[src/rtl/bsg_dfi_fifo_mon_pkg.sv]
// Shared types for the DFI bridge FIFO error monitor: FSM states and latched error cause.
package bsg_dfi_fifo_mon_pkg;

  typedef enum logic [1:0] {
    ST_RUN     = 2'd0,
    ST_ERROR   = 2'd1,
    ST_HOLDOFF = 2'd2
  } mon_state_e;

  typedef enum logic [1:0] {
    CAUSE_NONE      = 2'd0,
    CAUSE_OVERFLOW  = 2'd1,
    CAUSE_UNDERFLOW = 2'd2,
    CAUSE_TIMEOUT   = 2'd3
  } mon_cause_e;

endpackage

[src/rtl/bsg_dfi_fifo_mon_watchdog.sv]
// Stalled-drain watchdog: counts consecutive active cycles and flags expiry on the
// timeout_p-th one. Only instantiated when BSG_DFI_FIFO_MON_TIMEOUT_EN is defined.
module bsg_dfi_fifo_mon_watchdog #(
  parameter int timeout_p = 1024
) (
  input  logic clk_i,
  input  logic reset_n_i,
  input  logic active_i,
  input  logic kick_i,
  output logic expired_o
);

  localparam int cnt_w = (timeout_p > 1) ? $clog2(timeout_p) : 1;
  localparam logic [cnt_w-1:0] last_lp = cnt_w'(timeout_p - 1);

  logic [cnt_w-1:0] cnt_q, cnt_d;
  logic             run;

  assign run       = active_i & ~kick_i;
  assign expired_o = run & (cnt_q == last_lp);

  // Saturate at the terminal value so a persisting stall can never wrap and re-arm.
  always_comb begin
    cnt_d = cnt_q;
    if (!run)                 cnt_d = '0;
    else if (cnt_q != last_lp) cnt_d = cnt_q + 1'b1;
  end

  always_ff @(posedge clk_i or negedge reset_n_i) begin
    if (!reset_n_i) cnt_q <= '0;
    else            cnt_q <= cnt_d;
  end

endmodule

[src/rtl/bsg_dfi_fifo_error_monitor.sv]
// Occupancy tracker and sticky error flag for the AXI-side DFI bridge FIFO.
// Define BSG_DFI_FIFO_MON_TIMEOUT_EN to add the stalled-drain watchdog (cause 3).
module bsg_dfi_fifo_error_monitor
  import bsg_dfi_fifo_mon_pkg::*;
#(
  parameter int els_p           = 16,
  parameter int holdoff_p       = 32,
  parameter int timeout_p       = 1024,
  parameter int err_cnt_width_p = 8
) (
  input  logic                         axi_clk_i,
  input  logic                         axi_reset_n_i,
  input  logic                         enq_i,
  input  logic                         deq_i,
  input  logic                         flush_i,
  input  logic                         clear_i,
  output logic                         error_o,
  output logic [1:0]                   cause_o,
  output logic [$clog2(els_p+1)-1:0]   count_o,
  output logic [err_cnt_width_p-1:0]   err_cnt_o
);

  localparam int cnt_w  = $clog2(els_p + 1);
  localparam int hold_w = $clog2(holdoff_p + 1);
  localparam logic [cnt_w-1:0]  full_lp = cnt_w'(els_p);
  localparam logic [hold_w-1:0] hold_lp = hold_w'(holdoff_p - 1);

  mon_state_e                 state_q;
  mon_cause_e                 cause_q, det_cause;
  logic                       error_q;
  logic [cnt_w-1:0]           count_q, count_d;
  logic [hold_w-1:0]          hold_q;
  logic [err_cnt_width_p-1:0] err_cnt_q;
  logic                       wd_expired;

  // Occupancy follows the FIFO in every state; error recovery never corrects it.
  always_comb begin
    count_d = count_q;
    if (flush_i)                                  count_d = '0;
    else if (enq_i & ~deq_i & (count_q != full_lp)) count_d = count_q + 1'b1;
    else if (deq_i & ~enq_i & (count_q != '0))      count_d = count_q - 1'b1;
  end

`ifdef BSG_DFI_FIFO_MON_TIMEOUT_EN
  logic wd_active;

  assign wd_active = (state_q == ST_RUN) & (count_q != '0) & ~deq_i & ~flush_i;

  bsg_dfi_fifo_mon_watchdog #(
    .timeout_p (timeout_p)
  ) u_watchdog (
    .clk_i     (axi_clk_i),
    .reset_n_i (axi_reset_n_i),
    .active_i  (wd_active),
    .kick_i    (~wd_active),
    .expired_o (wd_expired)
  );
`else
  // Watchdog compiled out; the expression is constant false for any legal timeout_p.
  assign wd_expired = (timeout_p < 0);
`endif

  // Detection looks at pre-update occupancy; enq does not bypass an empty-FIFO pop.
  always_comb begin
    det_cause = CAUSE_NONE;
    if (!flush_i) begin
      if (enq_i & ~deq_i & (count_q == full_lp)) det_cause = CAUSE_OVERFLOW;
      else if (deq_i & (count_q == '0))          det_cause = CAUSE_UNDERFLOW;
      else if (wd_expired)                        det_cause = CAUSE_TIMEOUT;
    end
  end

  always_ff @(posedge axi_clk_i or negedge axi_reset_n_i) begin
    if (!axi_reset_n_i) begin
      state_q   <= ST_RUN;
      error_q   <= 1'b0;
      cause_q   <= CAUSE_NONE;
      err_cnt_q <= '0;
      hold_q    <= '0;
      count_q   <= '0;
    end else begin
      count_q <= count_d;
      unique case (state_q)
        ST_RUN: begin
          if (det_cause != CAUSE_NONE) begin
            state_q <= ST_ERROR;
            error_q <= 1'b1;
            cause_q <= det_cause;
            if (err_cnt_q != '1) err_cnt_q <= err_cnt_q + 1'b1;
          end
        end
        ST_ERROR: begin
          if (clear_i) begin
            state_q <= ST_HOLDOFF;
            hold_q  <= hold_lp;
          end
        end
        ST_HOLDOFF: begin
          // Keep the flag up long enough for the DFI-side gate to sample it.
          if (hold_q == '0) begin
            state_q <= ST_RUN;
            error_q <= 1'b0;
            cause_q <= CAUSE_NONE;
          end else begin
            hold_q <= hold_q - 1'b1;
          end
        end
        default: state_q <= ST_RUN;
      endcase
    end
  end

  assign error_o   = error_q;
  assign cause_o   = cause_q;
  assign count_o   = count_q;
  assign err_cnt_o = err_cnt_q;

endmodule
[config.mk]
export PLATFORM = sky130hd
export DESIGN_NAME = bsg_dfi_fifo_error_monitor
export DESIGN_NICKNAME = d
export VERILOG_FILES = /design/src/rtl/bsg_dfi_fifo_mon_pkg.sv /design/src/rtl/bsg_dfi_fifo_mon_watchdog.sv /design/src/rtl/bsg_dfi_fifo_error_monitor.sv
export SDC_FILE = /design/constraint.sdc
export NUM_CORES = 1
export LEC_CHECK = 0
export CAP_MARGIN = 30
export CORE_MARGIN = 2
export CORE_UTILIZATION = 30
export DETAILED_ROUTE_END_ITERATION = 8
export GPL_TIMING_DRIVEN = 1
export PLACE_DENSITY = 0.47
export SLEW_MARGIN = 40
export SYNTH_ARGS = -nofsm -noshare
export SYNTH_HDL_FRONTEND = slang
export SYNTH_HIERARCHICAL = 1
export SYNTH_SLANG_ARGS = --single-unit
[constraint.sdc]
create_clock -name axi_clk_i -period 4.8 [get_ports axi_clk_i]
set_input_delay 0.48 -clock axi_clk_i [delete_from_list [all_inputs] [get_ports axi_clk_i]]
set_output_delay 0.48 -clock axi_clk_i [all_outputs]
set_load 0.03 [all_outputs]
==> run_results.csv, run 1 <==
group,metric,value,unit
setup_path,critPathKind,"in -> reg",
setup_path,rr_startpoint,"count_o[1]",
synth,postSynthAreaPerCell,9.965,sq um
detailed_routing,vias,1102,
floorplan,dieArea,5212,sq um
setup_path,worstSetupStartpoint,"deq_i",
cts,cts-resized-gates,0,
detailed_routing,viasPerCell,5.150,
hold_path,min_from,"error_o",
final_layout,nFillCells,430,
global_routing,overflow,0,
global_routing,top_usage_layer,"met2",
floorplan,initial_utilization,31.60,%
hold_path,hold_class,"reg -> reg",
timing,rsz0062_at_grt,"no",
floorplan,dieHeight,72.20,um
pwr,p_leak,0.7510,nW
placement,place_hpwl,2.100,mm
detailed_routing,drt-initial-drc-count,42,
final_layout,mostFrequentLayoutCells,"24 x dfrtp_1, 21 x clkdlybuf4s50_1, 10 x nor2_1",
detailed_routing,wl_per_cell,13.49,um
floorplan,fp.dieW,72.20,um
synth,synth_area,1395,sq um
synth,yosys_warnings,6,
timing,tns,0,ns
cts,cts_buffer_depth,2,
global_routing,use_met1,17.06,%
timing,setup_ws,2.417,ns
cts,cts_hold_buf,0,
setup_path,worstPathMaxFanout,9,
pwr,vdd_drop_max,0.2150,mV
global_routing,grt_pass1_wl,4.885,mm
global_routing,grt_util_all_layers,11.78,%
final_layout,diodes,0,
timing,finalMaxSlewViolations,0,
global_routing,grt_pass1_vias,1021,
flow_run,cap_violations,0,
synth,synth_edf_count,0,
cts,htree_num_levels,1,
synth,yosysSeqAreaShare,43.05,%
setup_path,required,4.99,ns
timing,tightest_slew,0.7244,ns
setup_path,critical_path.max_stage_delay,0.54,ns
setup_path,crit_arrival,2.57,ns
setup_path,critical_path.slowest_cell,"clkdlybuf4s50_1",
final_layout,layout_commonest_cell,"dfrtp_1",
floorplan,fp-row-count,24,
floorplan,core_area,4414,sq um
cts,cts_setup_buffers,0,
final_layout,syn_to_final_growth,24.30,%
synth,async_reset_ff_share,100.0,%
timing,fin_crit_sh,49.65,%
setup_path,reg2reg_slack,2.45,ns
setup_path,cp_top_family,"compound AO/OA/AOI/OAI gates",
cts,clk_latency,0.27,ns
synth,synth_cell_type_count,42,
placement,place.gp.congestion,0.7560,
setup_path,start_kind,"input pin",
setup_path,path_cells,"clkdlybuf4s50_1 > a21oi_1 > nand2_1 > ha_1 > a21oi_1 > and2_1 > o211ai_1 > a31oi_1",
synth,synthesis.nets,154,
synth,netlist_instances,140,
placement,pre_cts_slack,2.126,ns
detailed_routing,drcViolationCount,0,
detailed_routing,wl,2.886,mm
detailed_routing,ant_nets,0,
placement,io_buffers,21,
setup_path,cp_common_cell,"a21oi_1",
detailed_routing,first_pass_iters,4,
timing,finalSetupViolCount,0,
setup_path,worst-path-buf-inv,1,
timing,hold_viol_final,0,
pwr,p_per_area,548.3,nW/um^2
run_status,outcome,"finished clean",
timing,fmax,419.6,MHz
synth,synth_ff_type,"dfrtp_1",
global_routing,use_met2,18.14,%
global_routing,gr-usage-met3,2.917,%
cts,cts_sinks,24,
cts,cts_buffers,3,
cts,cts_root_buf,"clkbuf_8",
cts,clk_pin_slew,0.09,ns
timing,clock_skew,0.002805,ns
setup_path,worstSetupEndpointType,"flip-flop",
synth,ys_ff_latch,24,
timing,layout_min_cycle_time,2.383,ns
cts,cts_tree,"done",
final_layout,layout-drive-gt1-share,8.642,%
global_routing,antenna_found_initial,0,
global_routing,grt_max_degree,25,
floorplan,pin_count,22,
final_layout,final_nets,177,
timing,maxSlewHeadroom,51.60,%
## tightest hold or removal path: cells and delay by family, from the launching register on
kind             cells  cell delay (ns)
DFF                  1             0.35
and+or+nand+nor      2             0.11
## layout make-up
class	count	area, sq um	share of cell area (%)
multi-input combinational	104	749.5	43.22
sequential	24	600.6	34.63
timing repair buffer	22	217.7	12.55
tap	52	65.06	3.752
clock buffer	3	41.29	2.381
clock inverter	1	30.03	1.732
inverter	8	30.03	1.732
## synthesized netlist by cell type (3+ instances only)
cell      number  share of area, %
and4_1         3               1.9
nor2b_1        5               2.2
xor2_1         6               3.8
nand2_1        7               1.9
dfrtp_1       24                43
nor2_1        10               2.7
nor4_1         3               1.3
clkbuf_1       4               1.1
a31oi_1        3               1.3
a21oi_1        7               2.5
a211oi_1       4               2.2
inv_1          8               2.2
nor3_1         7               2.5
nand3_1        8               2.9
ha_1           7               6.3
mux2_2         3               2.4
## final timing paths
kind                       depth (start not counted)           end
max                                                8    count_o[4]
min                                                2       error_o
max reg2reg                                        8    count_o[4]
min reg2reg                                        2       error_o
max in group asynchronous                          2    count_o[4]
min in group asynchronous                          2  err_cnt_o[1]
## per-layer routing
metal  vias to the layer above  part of all wire (%)
li1                        556                     -
met1                       528                    48
met2                        16                    46
met3                         2                   4.4
met4                         0                  0.69
met5                         -                     0
## registers in the layout (all words and copies together) (netlist names)
| register | count |
|---|---|
| cause_o | 2 |
| hold_q | 6 |
| err_cnt_o | 8 |
| error_o | 1 |
| state_q | 2 |
| count_o | 5 |
## through the flow
step / hold WS [ns] / utilization, % / power [mW] / cells / area (sq um)
after global routing: 0.5190 / 39.29 / 1.027 / 214 / 1734
final: 0.4866 / 39.29 / 0.9508 / 214 / 1734
after floorplan: 0.1844 / - / 0.6387 / 140 / 1395
after detailed placement: 0.4730 / 37.67 / 0.7798 / 210 / 1663
after global placement: 0.4629 / 37.67 / 0.7704 / 210 / 1663
after CTS: 0.4962 / 39.29 / 0.9649 / 214 / 1734
## report_power, final
part           internal [mW]  total (mW)  switching (mW)
Clock                  0.111       0.179          0.0679
Combinational          0.192       0.424           0.232
Sequential             0.267       0.348          0.0813
Total                  0.570       0.951           0.381
## cell families (layout without fill, tap and decap cells)
logic type               count (synthesis)  in the layout  share of synthesized area (%)
AND/OR/NAND/NOR                         58             58                          23.86
AO/OA/AOI/OAI                           26             26                          13.81
flip-flops                              24             24                          43.05
buffers and inverters                   12             34                          3.228
adder cells (fa/ha/maj)                  8              8                          7.713
XOR/XNOR                                 7              7                          4.395
multiplexers                             5              5                          3.946
Power figures use the tool's default switching activity.
==> run 2: changes to the inputs <==
Clock period 4.8 ns to 2.3 ns, I/O delays scaled along.
==> run_results.csv, run 2 (same netlist as run 1, synthesis figures left out) <==
group,metric,value,unit
run_status,outcome,"finished clean",
detailed_routing,drcViolationCount,0,
detailed_routing,ant_nets,0,
timing,hold_viol_final,0,
pwr,p_per_area,1130,nW/um^2
detailed_routing,wl,2.895,mm
timing,maxSlewHeadroom,65.21,%
timing,fmax,462.6,MHz
setup_path,worstSetupEndpointType,"flip-flop",
global_routing,grt_pass1_wl,5.057,mm
pwr,p_leak,0.7821,nW
setup_path,critical_path.max_stage_delay,0.47,ns
detailed_routing,drt-initial-drc-count,33,
global_routing,overflow,0,
pwr,p_seq_share,35.2,%
floorplan,fp-row-count,24,
pwr,p_switching,797.4,uW
final_layout,stdcell_count,221,
flow_run,cap_violations,0,
pwr,intPower,1.227,mW
final_layout,layout_commonest_cell,"dfrtp_1",
placement,dp_cells,217,
timing,layout_min_cycle_time,2.162,ns
final_layout,layout-drive-gt1-share,14.20,%
pwr,power_frac_comb,46.6,%
cts,clk_latency,0.26,ns
cts,clk_pin_slew,0.09,ns
timing,tns,0,ns
setup_path,cp_common_cell,"a21oi_1",
setup_path,worst-path-buf-inv,0,
floorplan,initial_utilization,31.60,%
cts,htree_num_levels,1,
global_routing,grt_util_all_layers,12.32,%
timing,whs,0.3133,ns
floorplan,dieHeight,72.20,um
detailed_routing,viasPerCell,5.063,
hold_path,hold_class,"in -> async",
cts,cts-resized-gates,0,
global_routing,grt_pass1_vias,1113,
timing,finalSetupViolCount,0,
setup_path,critPathKind,"reg -> reg",
cts,cts_sinks,24,
timing,rsz0062_at_grt,"no",
timing,finalMaxSlewViolations,0,
final_layout,diodes,0,
floorplan,pin_count,22,
final_layout,largest_reg_flops,8,
timing,fin_crit_sh,93.99,%
final_layout,mostFrequentLayoutCells,"22 x dfrtp_1, 21 x clkdlybuf4s50_1, 10 x nor2_1",
placement,place.gp.congestion,0.7428,
cts,cts_buffers,3,
pwr,clkPwrFrac,18.2,%
cts,cts_setup_buffers,0,
final_layout,syn_to_final_growth,28.43,%
setup_path,path_cells,"nor4_4 > a21oi_1 > nand2_2 > ha_1 > a21oi_1 > and2_1 > o211ai_1 > a31oi_1",
cts,cts_buffer_depth,2,
setup_path,required,2.49,ns
global_routing,antenna_found_initial,0,
detailed_routing,first_pass_iters,4,
detailed_routing,wl_per_cell,13.10,um
floorplan,fp.dieW,72.20,um
timing,tightest_slew,0.5200,ns
setup_path,crit_arrival,2.35,ns
final_layout,final_nets,184,
setup_path,start_kind,"flip-flop",
floorplan,dieArea,5212,sq um
placement,place_hpwl,2.212,mm
cts,cts_tree,"done",
setup_path,worstPathMaxFanout,6,
pwr,vdd_drop_max,0.4295,mV
timing,clock_skew,0.003225,ns
cts,cts_hold_buf,0,
floorplan,core_area,4414,sq um
setup_path,critical_path.slowest_cell,"dfrtp_2",
detailed_routing,vias,1119,
global_routing,grt_max_degree,25,
placement,io_buffers,21,
cts,cts_root_buf,"clkbuf_8",
pwr,p_sw_share,39.39,%
setup_path,cp_top_family,"compound AO/OA/AOI/OAI gates",
[run 2: cell types whose count changed in the layout (fill, tap and decap cells not counted), sizes merged]
cell	before	now
buf	1	8
[run 2: power groups by stage]
| stage | Combinational [mW] | Clock (mW) | Sequential (mW) |
|---|---|---|---|
| floorplan | 0.492 | 0 | 0.841 |
| global placement | 0.934 | 0 | 0.712 |
| detailed placement | 0.955 | 0 | 0.720 |
| CTS | 0.956 | 0.383 | 0.712 |
| global route | 1.05 | 0.404 | 0.741 |
| finish | 0.943 | 0.368 | 0.713 |
[run 2: path summary, 6_finish.rpt]
path                                from         end  slack [ns]  cells after the start
setup / recovery              count_o[1]  count_o[4]        0.14                      8
hold / removal             axi_reset_n_i   hold_q[4]        0.31                      2
setup reg to reg              count_o[1]  count_o[4]        0.14                      8
hold reg to reg                  error_o     error_o        0.48                      2
max in group asynchronous  axi_reset_n_i  count_o[0]        1.73                      2
min in group axi_clk_i           error_o     error_o        0.48                      2
[run 2: worst reg2reg max path, delay by kind of cell (launching register included)]
family          cells  cell delay [ns]
fa+ha+maj           1             0.28
flops               1             0.47
simple gates        3             0.67
compound gates      4             0.68
[run 2: layer usage]
metal / wire length (um) / GRT usage [%] / share of wire, %
met5: 0 / 0 / 0
met4: 26 / 5.031 / 0.90
met3: 83 / 1.944 / 2.9
met2: 1460 / 20.90 / 50
met1: 1325 / 15.62 / 46
[run 2: final cells by class]
type / instances / area, sq um
clock buffers: 3 / 41.29
fillers: 435 / 2623
repair buffers: 29 / 270.3
well taps: 52 / 65.06
flip-flops and latches: 24 / 603.1
inverters: 8 / 30.03
clock inverters: 1 / 30.03
multi-input cells: 104 / 752.0
[run 2: through the flow]
| stage | worst slack, ns | power [mW] | utilization [%] | area, sq um |
|---|---|---|---|---|
| floorplan | 0.05012 | 1.333 | - | 1395 |
| global placement | 0.1137 | 1.647 | 38.86 | 1715 |
| detailed placement | 0.02129 | 1.675 | 38.86 | 1715 |
| CTS | 0.03095 | 2.052 | 40.48 | 1787 |
| global route | 0.04149 | 2.193 | 40.59 | 1792 |
| finish | 0.1382 | 2.024 | 40.59 | 1792 |
